<file path="src/rtl/irq_controller.sv">
// irq_controller: edge-detected, maskable, fixed-priority interrupt sequencer
// delivering one IRQ per kernel handler invocation.
module irq_controller #(
    parameter int N_SRC   = 4,
    parameter int CAUSE_W = 2
) (
    input  logic               clk,
    input  logic               reset,
    input  logic [N_SRC-1:0]   src_req,
    input  logic               kernel_mode,
    input  logic               cfg_we,
    input  logic               cfg_addr,
    input  logic [N_SRC-1:0]   cfg_wdata,
    output logic               IRQ,
    output logic [CAUSE_W-1:0] irq_cause,
    output logic [N_SRC-1:0]   irq_ack,
    output logic [N_SRC-1:0]   mask_q,
    output logic [N_SRC-1:0]   pending_q,
    output logic               busy
);
    typedef enum logic [1:0] {IDLE, TAKEN, ENTER, SERVICE} state_t;
    state_t r_state, w_state_nxt;
    logic [N_SRC-1:0]   r_prev, r_mask, r_pend, r_ack;
    logic [N_SRC-1:0]   w_rise, w_hit, w_take, w_clr, w_pend_nxt;
    logic [CAUSE_W-1:0] r_cause, w_winner;
    logic               r_irq, w_eligible, w_fire;
    assign w_rise     = src_req & ~r_prev;
    assign w_hit      = r_pend & r_mask;
    assign w_eligible = |w_hit & ~kernel_mode;
    assign w_fire     = (r_state == IDLE) && w_eligible;
    always_comb begin
        w_winner = '0;
        for (int i = N_SRC - 1; i >= 0; i--)
            if (w_hit[i]) w_winner = CAUSE_W'(i);
    end
    always_ff @(posedge clk or negedge reset)
        if (!reset) r_state <= IDLE;
        else        r_state <= w_state_nxt;
    always_comb begin
        w_state_nxt = r_state;
        case (r_state)
            IDLE:    w_state_nxt = w_eligible  ? TAKEN   : IDLE;
            TAKEN:   w_state_nxt = ENTER;
            ENTER:   w_state_nxt = kernel_mode ? SERVICE : ENTER;
            SERVICE: w_state_nxt = kernel_mode ? SERVICE : IDLE;
            default: w_state_nxt = IDLE;
        endcase
    end
    // A new rise wins over any clear landing on the same bit
    always_comb begin
        w_take     = w_fire ? (N_SRC'(1) << w_winner) : '0;
        w_clr      = (cfg_we && cfg_addr) ? cfg_wdata : '0;
        w_pend_nxt = (r_pend & ~w_take & ~w_clr) | w_rise;
    end
    always_ff @(posedge clk or negedge reset)
        if (!reset) begin
            r_prev  <= '0;
            r_mask  <= '0;
            r_pend  <= '0;
            r_ack   <= '0;
            r_irq   <= 1'b0;
            r_cause <= '0;
        end else begin
            r_prev  <= src_req;
            r_mask  <= (cfg_we && !cfg_addr) ? cfg_wdata : r_mask;
            r_pend  <= w_pend_nxt;
            r_ack   <= w_take;
            r_irq   <= w_fire;
            r_cause <= w_fire ? w_winner : r_cause;
        end
    assign IRQ       = r_irq;
    assign irq_cause = r_cause;
    assign irq_ack   = r_ack;
    assign mask_q    = r_mask;
    assign pending_q = r_pend;
    assign busy      = r_state != IDLE;
endmodule

</file>
<file path="config.mk">
export PLATFORM = sky130hd
export DESIGN_NAME = irq_controller
export DESIGN_NICKNAME = d
export VERILOG_FILES = /design/src/rtl/irq_controller.sv
export SDC_FILE = /design/constraint.sdc
export NUM_CORES = 1
export LEC_CHECK = 0
export CORE_MARGIN = 5
export CORE_UTILIZATION = 46
export CTS_CLUSTER_DIAMETER = 80
export DETAILED_ROUTE_END_ITERATION = 12
export PLACE_DENSITY = 0.9
export SLEW_MARGIN = 15
export SYNTH_ARGS = -nofsm -noshare
export SYNTH_HDL_FRONTEND = slang
export SYNTH_SLANG_ARGS = --single-unit
export TNS_END_PERCENT = 50
</file>
<file path="constraint.sdc">
create_clock -name clk -period 1.96 [get_ports clk]
set_input_delay 0.392 -clock clk [delete_from_list [all_inputs] [get_ports clk]]
set_output_delay 0.392 -clock clk [all_outputs]
set_load 0.02 [all_outputs]
</file>
==> reports/metrics.csv <==
stage;metric;value;unit
clock_network;clkLatencyLatePin;300;ps
power;p_leak;0.505;nW
cells_and_area;layout-drive-gt1-share;0.122;
placed_design;place_area;1140;µm²
global_routing;grt_pass1_vias;670;
cells_and_area;design_area;1170;µm²
route;vias;633;
critical_path;worstPathRequired;1570;ps
clock_network;cts_buffers;3;
floorplanning;fp.dieW;52.5;µm
placed_design;place_congestion;0.843;
yosys;synth_top_cell_by_area;dfrtp_1;
run;maxCapViolations;0;
clock_network;hold_buffers;0;
yosys;ys_ff_latch;21;
yosys;seq_area_frac_synth;0.632;
placed_design;hpwl;1390;µm
power;p_per_area;1040;nW/µm²
clock_network;root_buffer;clkbuf_4;
yosys;ys.flop_type;dfrtp_1;
route;wire_per_inst;14.7;µm
critical_path;path_delay_family;buffers and inverters;
route;via_per_inst;5.15;
cells_and_area;nFillCells;150;
placed_design;io_buffers;28;
cells_and_area;syn_to_final_growth;40.2;%
cells_and_area;antenna_cells;0;
critical_path;cp_max_fo;7;
timing;fin_crit_sh;0.930;
critical_path;path_buf_inv;1;
route;drt_pass1_iterations;4;
power;power.total;1.21;mW
timing;slew_headroom;0.714;
critical_path;r2r.worst_path.cells;3;
timing;maxClockFrequency;549;MHz
yosys;synthCells;66;
floorplanning;design.core.area;1730;µm²
critical_path;path_cells;clkdlybuf4s50_1;
clock_network;cts_setup_buffers;0;
floorplanning;io_pins;29;
yosys;async_flop_share;1.00;
yosys;yosys.cell_types.count;23;
critical_path;end_kind;output port;
route;antenna_left;0;
global_routing;antenna_found_initial;0;
yosys;yosys-top-cells-count;dfrtp_1, nand2_1, nand3_1, inv_1, mux2_2;
worst_hold_path;min_path_type;in2async;
critical_path;crit_arrival;1430;ps
clock_network;cts.clk_slew.worst_paths;110;ps
yosys;synth_top_area_frac;0.632;
global_routing;grt_max_degree;22;
yosys;synth.most_common_cell;dfrtp_1;
timing;finalSetupTns;0;ps
yosys;syn_nets;79;
critical_path;slowest_stage;clkdlybuf4s50_1;
clock_network;cts_tree;done;
yosys;syn_avg_cell_area;12.6;µm²
global_routing;grt_use_total;0.150;
timing;setup_violations;0;
timing;skew;3.07;ps
critical_path;critical_path_class;reg2out;
placed_design;dpl_worst_slack;20.5;ps
yosys;synth_edf_count;0;
clock_network;ctsLongestPathBuffers;2;
floorplanning;initial_utilization;0.482;
route;wl;1810;µm
floorplanning;die-area;2760;µm²
status;status;completed;
critical_path;reg2reg_to;pending_q[3];
route;drtIter0Drc;4;
critical_path;r2r_start;r_state[1];
timing;worst_pin_slew;426;ps
yosys;yosysWarnings;0;
timing;hold_violations;0;
yosys;synthTopCellsByArea;dfrtp_1, mux2_2, nand2_1;
power;ir_worst_vdd;0.000802;V
cells_and_area;nets;112;
yosys;syn-cell-area;832;µm²
global_routing;grt_remaining_overflow;0;
timing;setup_ws;138;ps
critical_path;r2r_slack;480;ps
timing;grt_setup_unrepaired;no;
timing;slew_viol_final;0;
clock_network;cts_num_sinks;21;
floorplanning;rows;15;
global_routing;grt_pass1_wl;2990;µm
clock_network;h-tree-depth;1;
floorplanning;die_h;52.5;µm
timing;min_period;1820;ps
critical_path;slowest_delay;650;ps
critical_path;worst_setup_path_start_kind;flip-flop;
route;drc;0;
-- state kept, by name (all words and copies together) (netlist names) --
| name | count |
|---|---|
| r_prev | 4 |
| mask_q | 4 |
| irq_cause | 2 |
| pending_q | 4 |
| r_state | 2 |
| irq_ack | 4 |
| IRQ | 1 |
-- routing by layer --
layer	up-vias	share of wire	global-route usage
met3	4	0.073	0.0484
met5	-	0	0
li1	301	-	-
met1	306	0.41	0.167
met2	22	0.50	0.260
met4	0	0.012	0.0638
-- report_power, final --
group,switching [mW],internal [mW],leakage [nW]
Combinational,0.206,0.211,0.237
Sequential,0.0759,0.512,0.251
Clock,0.127,0.0761,0.0177
-- cells in the final DEF (no fill, tap or decap), drive strengths merged, types with 2 or more instances in the layout --
cell type and instances:
a21oi 2, a22oi 2, a32o 2, clkbuf 3, clkdlybuf4s50 27, dfrtp 21
inv 4, mux2 4, nand2 8, nand3 5, nor2 2, nor3 2
o22ai 2
-- kinds of logic after synthesis --
| group | after synthesis | share of synthesized area |
|---|---|---|
| AO/OA/AOI/OAI | 14 | 0.129 |
| multiplexers | 4 | 0.0541 |
| buffers and inverters | 5 | 0.0316 |
| AND/OR/NAND/NOR | 22 | 0.153 |
| flip-flops | 21 | 0.632 |
-- final cells by class --
type	count	area (µm²)	area share
multi-input cells	40	280	0.240
flip-flops and latches	21	526	0.451
inverters	4	15.0	0.0129
well taps	25	31.3	0.0268
repair buffers	29	287	0.246
clock buffers	3	22.5	0.0193
clock inverters	1	5.00	0.00429
-- worst max-delay path by stage --
stage,startpoint,end,slack (ps),depth (start not counted)
detailed placement,kernel_mode,pending_q[3],20,4
global route,mask_q[0],mask_q[0],70,1
finish,mask_q[0],mask_q[0],140,1
floorplan,kernel_mode,pending_q[3],610,4
CTS,mask_q[0],mask_q[0],130,1
global placement,kernel_mode,pending_q[3],70,4
-- timing repair --
| item | in CTS | in global routing |
|---|---|---|
| endpoints found under the hold margin | 0 | 0 |
| endpoints found under the setup margin | 1 | 0 |
| gates resized for setup | 1 | 0 |
-- stage by stage --
| stage | hold WS (ps) | util | instances |
|---|---|---|---|
| 2_1_floorplan | 96.4 | - | 66 |
| 3_3_place_gp | 415 | 0.660 | 119 |
| 3_5_place_dp | 431 | 0.660 | 119 |
| 4_1_cts | 416 | 0.675 | 123 |
| 5_1_grt | 416 | 0.675 | 123 |
| 6_report | 424 | 0.675 | 123 |
Note: power is estimated with default switching activity, not from simulation.
